**src/rtl/rcastudioii_pkg.sv**
```systemverilog
// Shared types and constants for the rcastudioii ioctl transfer paths.
package rcastudioii_pkg;

    typedef enum logic [1:0] {
        IDLE  = 2'd0,
        FETCH = 2'd1,
        DRAIN = 2'd2
    } state_e;

    // ioctl_index targets understood by the core
    localparam logic [7:0] IDX_ROM  = 8'h00;
    localparam logic [7:0] IDX_CART = 8'h01;
    localparam logic [7:0] IDX_RAM  = 8'h02;

    localparam logic [7:0] FILL_DEFAULT = 8'hFF;

endpackage

```
**src/rtl/ioctl_upload_reader.sv**
```systemverilog
// Host upload (read-back) responder: fetches bytes over a req/ack memory port.
// Optional IOCTL_UPLOAD_CSUM_EN adds a 16-bit sum of delivered in-range bytes.
module ioctl_upload_reader
    import rcastudioii_pkg::*;
#(
    parameter int         ADDR_W = 12,
    parameter int         DEPTH  = 4096,
    parameter logic [7:0] INDEX  = IDX_CART,
    parameter logic [7:0] FILL   = FILL_DEFAULT
) (
    input  logic              clk,
    input  logic              reset_n,
    input  logic              ioctl_upload,
    input  logic              ioctl_rd,
    input  logic [7:0]        ioctl_index,
    input  logic [24:0]       ioctl_addr,
    output logic [7:0]        ioctl_din,
    output logic              ioctl_wait,
    output logic              mem_req,
    output logic [ADDR_W-1:0] mem_addr,
    input  logic              mem_ack,
    input  logic [7:0]        mem_rdata,
    output logic              err_overrun
`ifdef IOCTL_UPLOAD_CSUM_EN
    ,
    output logic [15:0]       csum
`endif
);

    localparam logic [24:0] DEPTH_L = 25'(DEPTH);

    state_e              state_q, state_d;
    logic [7:0]          din_q, din_d;
    logic                wait_q, wait_d;
    logic                req_q, req_d;
    logic [ADDR_W-1:0]   addr_q, addr_d;
    logic                err_q, err_d;
    logic                upload_q;

    logic up_rise, accept, in_range;

    assign up_rise  = ioctl_upload & ~upload_q;
    assign accept   = ioctl_rd & ioctl_upload & (ioctl_index == INDEX);
    assign in_range = ioctl_addr < DEPTH_L;

    always_comb begin
        state_d = state_q;
        din_d   = din_q;
        wait_d  = wait_q;
        req_d   = req_q;
        addr_d  = addr_q;
        err_d   = err_q;
        if (up_rise) err_d = 1'b0;
        case (state_q)
            IDLE: begin
                if (accept) begin
                    if (in_range) begin
                        state_d = FETCH;
                        wait_d  = 1'b1;
                        req_d   = 1'b1;
                        addr_d  = ioctl_addr[ADDR_W-1:0];
                    end else begin
                        din_d = FILL;
                    end
                end
            end
            FETCH: begin
                if (ioctl_rd) err_d = 1'b1;
                if (mem_ack) begin
                    state_d = IDLE;
                    din_d   = mem_rdata;
                    wait_d  = 1'b0;
                    req_d   = 1'b0;
                end else if (!ioctl_upload) begin
                    // host gave up; release it but keep req until the arbiter acks
                    state_d = DRAIN;
                    wait_d  = 1'b0;
                end
            end
            DRAIN: begin
                if (ioctl_rd) err_d = 1'b1;
                if (mem_ack) begin
                    state_d = IDLE;
                    req_d   = 1'b0;
                end
            end
            default: state_d = IDLE;
        endcase
    end

    always_ff @(posedge clk or negedge reset_n) begin
        if (!reset_n) begin
            state_q  <= IDLE;
            din_q    <= 8'h00;
            wait_q   <= 1'b0;
            req_q    <= 1'b0;
            addr_q   <= '0;
            err_q    <= 1'b0;
            upload_q <= 1'b0;
        end else begin
            state_q  <= state_d;
            din_q    <= din_d;
            wait_q   <= wait_d;
            req_q    <= req_d;
            addr_q   <= addr_d;
            err_q    <= err_d;
            upload_q <= ioctl_upload;
        end
    end

    assign ioctl_din   = din_q;
    assign ioctl_wait  = wait_q;
    assign mem_req     = req_q;
    assign mem_addr    = addr_q;
    assign err_overrun = err_q;

`ifdef IOCTL_UPLOAD_CSUM_EN
    logic [15:0] csum_q, csum_d;

    always_comb begin
        csum_d = csum_q;
        if (up_rise)
            csum_d = 16'h0000;
        else if (state_q == FETCH && mem_ack)
            csum_d = csum_q + {8'h00, mem_rdata};
    end

    always_ff @(posedge clk or negedge reset_n) begin
        if (!reset_n) csum_q <= 16'h0000;
        else          csum_q <= csum_d;
    end

    assign csum = csum_q;
`endif

endmodule

```
**config.mk**
```make
export PLATFORM = sky130hd
export DESIGN_NAME = ioctl_upload_reader
export DESIGN_NICKNAME = d
export VERILOG_FILES = /design/src/rtl/rcastudioii_pkg.sv /design/src/rtl/ioctl_upload_reader.sv
export SDC_FILE = /design/constraint.sdc
export NUM_CORES = 1
export LEC_CHECK = 0
export BUFFER_PORTS_ARGS = -buffer_cell sky130_fd_sc_hd__buf_2
export CORE_MARGIN = 2
export CORE_UTILIZATION = 44
export DETAILED_ROUTE_END_ITERATION = 7
export PLACE_DENSITY = 0.79
export SYNTH_ARGS = -nofsm -noshare
export SYNTH_HDL_FRONTEND = slang
export SYNTH_SLANG_ARGS = --single-unit
```
**constraint.sdc**
```tcl
create_clock -name clk -period 2.4 [get_ports clk]
set_input_delay 0.24 -clock clk [delete_from_list [all_inputs] [get_ports clk]]
set_output_delay 0.24 -clock clk [all_outputs]
set_load 0.01 [all_outputs]
```
== After elaboration in Yosys (flattened, before gate mapping) ==
Cells that the tools add are included.

* Register bits after elaboration: 26
* Bits in latches: 0
* Bits in writable memories: 0
* ROM bits: 0
* Input bits: 46
* Output and inout bits: 23
* Logic and storage cells: 51
* Memories: 0

* $add $sub $neg: 0
* $mul: 0
* Div/mod/pow operators: 0
* Magnitude comparators: 1
* Equality and inequality tests: 10
* Shifts and indexed selects: 0
* Multiplexer cells: 20
* Bitwise logic cells: 4
* Reductions and logical operators: 9

{| class="wikitable"
|+ Operators with widths
! cell !! count
|-
| 25-bit by 13-bit less-than comparator with 1-bit output (second input constant) || 1
|-
| 8-bit two-way mux || 3
|-
| 8-bit case mux with 2 select lines || 1
|-
| 4-bit AND reduction || 4
|-
| 2-bit two-way mux || 5
|-
| 2-bit != test (second input constant) || 5
|-
| 8-bit by 1-bit equality test with 1-bit output (second input constant) || 1
|-
| 1-bit two-way mux || 8
|-
| 2-bit case mux with 3 select lines || 1
|-
| 1-bit case mux with 2 select lines || 2
|-
| 2-bit nonzero test || 2
|-
| 1-bit AND || 3
|-
| 3-bit != test (second input constant) || 1
|-
| 3-bit AND reduction || 1
|-
| 2-bit by 1-bit equality test with 1-bit output (second input constant) || 1
|-
| 2-bit equality test (second input constant) || 1
|-
| 2-bit zero test || 1
|-
| 2-bit by 1-bit != test with 1-bit output (second input constant) || 1
|-
| 2-bit OR reduction || 1
|-
| 1-bit inverter || 1
|}

== Longest topological paths before layout ==
* Word-level depth: 5
* Gate-level depth with buffers: 6

== Least setup slack after synthesis ==
OpenSTA, ideal clock, no wires.

* Kind: input to register
* Start: input port ioctl_index[3]
* End: register addr_q[10] (netlist: mem_addr[10])
* Library setup time: 0.125 ns
* Arrival: 2.140 ns
* Data required time: 2.275 ns
* Setup slack: 0.135 ns
* Stages: 6
* Buffers on the path: 2
* Cells stage by stage: or4_1 -> or4_1 -> buf_2 -> or3_4 -> buf_6 -> mux2_4

* Cells in the longest elaborated chain, start to end: 3

{| class="wikitable"
|+ RTL lines
! item !! line !! source
|-
| from (decl) || ioctl_upload_reader.sv:15 || <nowiki>input logic [7:0] ioctl_index,</nowiki>
|-
| 8-bit by 1-bit equality test with 1-bit output || ioctl_upload_reader.sv:43 || <nowiki>assign accept = ioctl_rd & ioctl_upload & (ioctl_index == INDEX);</nowiki>
|-
| 1-bit AND || ioctl_upload_reader.sv:43 ||
|-
| 3-bit AND reduction (no source line) || n/a ||
|-
| to (signal assigned) || ioctl_upload_reader.sv:105 || <nowiki>addr_q <= addr_d;</nowiki>
|-
| to (decl) || ioctl_upload_reader.sv:36 || <nowiki>logic [ADDR_W-1:0] addr_q, addr_d;</nowiki>
|}

No other way between the ends.
A chain may end at the register's enable or synchronous reset.

== Worst setup path in the final report ==
* Start: input port ioctl_index[3]
* End: register addr_q[3] (netlist: mem_addr[3])

Same word-level chain as after synthesis.

==> impl_metrics.ini <==
[outcome]
outcome = finished, final reports clean

[detailed_routing]
drt-vias-per-instance = 5.07
vias = 1003
routed_wl_mm = 2.70
ant_nets = 0
routedWlPerCell_um = 13.7
drt_iter0_markers = 16
dr.pass1.iters = 4
drc = 0

[clock_network]
clk_latency_ns = 0.31
cts_tree = built
path_clk_slew_ns = 0.13
post_cts_resized = 0
htreeDepth = 1
clock_path_buffers = 2
clock-sinks = 26
cts_inserted_buffers = 3
root_buffer = clkbuf_4

[placement]
gp_congestion = 0.744
hpwl_mm = 2.24
numPortBuffers = 68

[synthesis]
synth_edf_count = 0
synth_cell_types = 29
ys_top_cells_by_area = dfrtp_1 (52%), mux2_4 (12%), mux2_2 (8.9%)
yosysSeqAreaShare = 0.516
synth_top_area_frac = 0.516
syn_avg_cell_area_um2 = 13.4
ys_seq_elements = 26
synth.most_common_cell = dfrtp_1
synth_cells = 94
async_flop_share = 1.00
synth-warning-count = 0
synthFlopType = dfrtp_1
synth_common_cells = dfrtp_1 (26), mux2_2 (10), mux2_4 (10)
syn_area_um2 = 1260
synth_nets = 143
yosysTopAreaCell = dfrtp_1

[run]
drv_cap = 0

[timing]
tns_ns = 0
worstMarginPinSlew_ns = 0.547
final_max_slew_viol_count = 0
min_period_ns = 2.05
fin_worst_skew_ns = 0.00721
max_slew_margin = 0.635
hold_viol = 0
period_share = 0.852
setup_violations = 0
max_freq_ghz = 0.489
rsz0062_at_grt = no

[setup_path]
crit_type = primary input to flip-flop
slowest_delay_ns = 0.60
slowest_stage = or4_1
path_cells = buf_2 -> or4_1 -> or4_1 -> or3_4 -> mux2_4
path_buf_inv = 1
worst_path_most_repeated_cell = or4_1
crit_fanout = 12
critPathCaptureType = flip-flop
rrSetupSlack_ns = 0.50
critPathArrivalTime_ns = 2.26
cp.required_ns = 2.61
cp-start-kind = primary input
critPathTopFamily = simple AND/OR/NAND/NOR gates

[die]
die-width_um = 57.5
core_area_um2 = 2730
pin_count = 69
dieHeight_um = 57.5
die-area_um2 = 3310
placementRows = 19
initial_core_util = 0.461

[hold_path]
min_path_type = primary input to flip-flop

[cells_and_area]
syn_to_final_growth_pct = 34.9
drive_above_1_share = 0.593
final_util = 0.622
nets = 217
num-fill-cells = 225
antenna_cells = 0

[grt]
grt_max_degree = 27
grt_use_total = 0.171
grt_pass1_wl_mm = 4.45
grt-ovfl-total = 0
antenna_found_initial = 0
first_global_vias = 1046

[power_and_ir_drop]
power.density_nw_per_um2 = 430
ir_drop_v = 0.000386
leakagePower_uw = 0.000934
[report_power, final]
| group | total [uW] | switching, uW | internal, uW |
|---|---|---|---|
| clock | 214 | 122 | 92.7 |
| sequential | 448 | 3.19 | 445 |
| combinational | 68.3 | 28.7 | 39.6 |
| total | 731 | 154 | 577 |
[layout by cell type, fill, tap and decap left out]
| master | Yosys | routed |
|---|---|---|
| a21boi_0 | 2 | 2 |
| o31ai_4 | 1 | 1 |
| buf_12 | 0 | 1 |
| ha_1 | 3 | 3 |
| a31o_2 | 1 | 1 |
| o22a_1 | 1 | 1 |
| and4_1 | 1 | 1 |
| nand3_1 | 1 | 1 |
| clkbuf_8 | 0 | 1 |
| dfrtp_1 | 26 | 26 |
| or4_1 | 2 | 2 |
| inv_1 | 4 | 4 |
| mux2_4 | 10 | 10 |
| nand4_1 | 2 | 2 |
| nor4_1 | 4 | 4 |
| nand2b_1 | 9 | 9 |
| clkbuf_4 | 0 | 3 |
| or3_4 | 1 | 1 |
| or2_2 | 1 | 1 |
| nor3_1 | 2 | 2 |
| a311o_1 | 2 | 2 |
| mux2i_1 | 1 | 1 |
| dlygate4sd3_1 | 0 | 1 |
| a22o_1 | 1 | 1 |
| nand2_1 | 1 | 1 |
| buf_4 | 0 | 2 |
| buf_2 | 1 | 68 |
| nor2_1 | 2 | 2 |
| nand4b_1 | 1 | 1 |
| a21oi_1 | 1 | 1 |
| o31ai_1 | 1 | 1 |
| mux2_2 | 10 | 10 |
[repair_timing]
action | 4_1_cts | 5_1_grt
endpoints found under the hold margin | 26 | 0
setup buffers | 0 | 0
setup endpoints to repair | 0 | 0
hold buffers | 1 | 0
[metal layers]
metal	vias to the layer above	track usage	share of wire
met2	24	0.315	0.53
met3	2	0.0204	0.041
met4	0	0.0764	0.0070
li1	494	-	-
met1	483	0.196	0.42
met5	-	0	0
[registers in the layout (all words and copies together), names as in the netlist]
| signal | count |
|---|---|
| mem_addr | 12 |
| mem_req | 1 |
| ioctl_wait | 1 |
| ioctl_din | 8 |
| state_q | 2 |
| err_overrun | 1 |
| upload_q | 1 |
[path summary, 6_finish.rpt]
| path | startpoint | endpoint | cells after the start |
|---|---|---|---|
| min in group asynchronous | reset_n | ioctl_din[7] | 2 |
| worst min-delay path | ioctl_upload | upload_q | 1 |
| worst min register to register | mem_addr[6] | mem_addr[6] | 1 |
| max in group asynchronous | reset_n | ioctl_wait | 2 |
| worst max-delay path | ioctl_index[3] | mem_addr[3] | 5 |
| worst max register to register | state_q[1] | mem_addr[3] | 5 |
[per-stage QoR]
step	hold WS (ns)	total power (uW)	instance area [um^2]	std cells	worst slack, ns
2_1_floorplan	-0.0556	472	1260	94	0.135
3_3_place_gp	0.250	522	1660	193	0.0276
3_5_place_dp	0.264	525	1660	193	0.00138
4_1_cts	0.0778	740	1700	198	0.346
5_1_grt	0.0744	763	1700	198	0.299
6_report	0.0864	731	1700	198	0.355
[final cells by class]
cell class	count	area, um^2	area share
Multi-Input combinational cell	61	576	0.338
Tap cell	31	38.8	0.0228
Timing Repair Buffer	72	385	0.226
Inverter	4	15.0	0.00882
Sequential cell	26	651	0.382
Clock buffer	4	36.3	0.0213
[cell families (layout without fill, tap and decap cells)]
group	Yosys count	count (layout)	share of synthesized area
flip-flops	26	26	0.516
multiplexers	21	21	0.216
buffers and inverters	7	80	0.0278
AND/OR/NAND/NOR	27	27	0.135
AO/OA/AOI/OAI	10	10	0.0754
adder cells (fa/ha/maj)	3	3	0.0298
No activity file was read; power rests on OpenSTA's default activity.
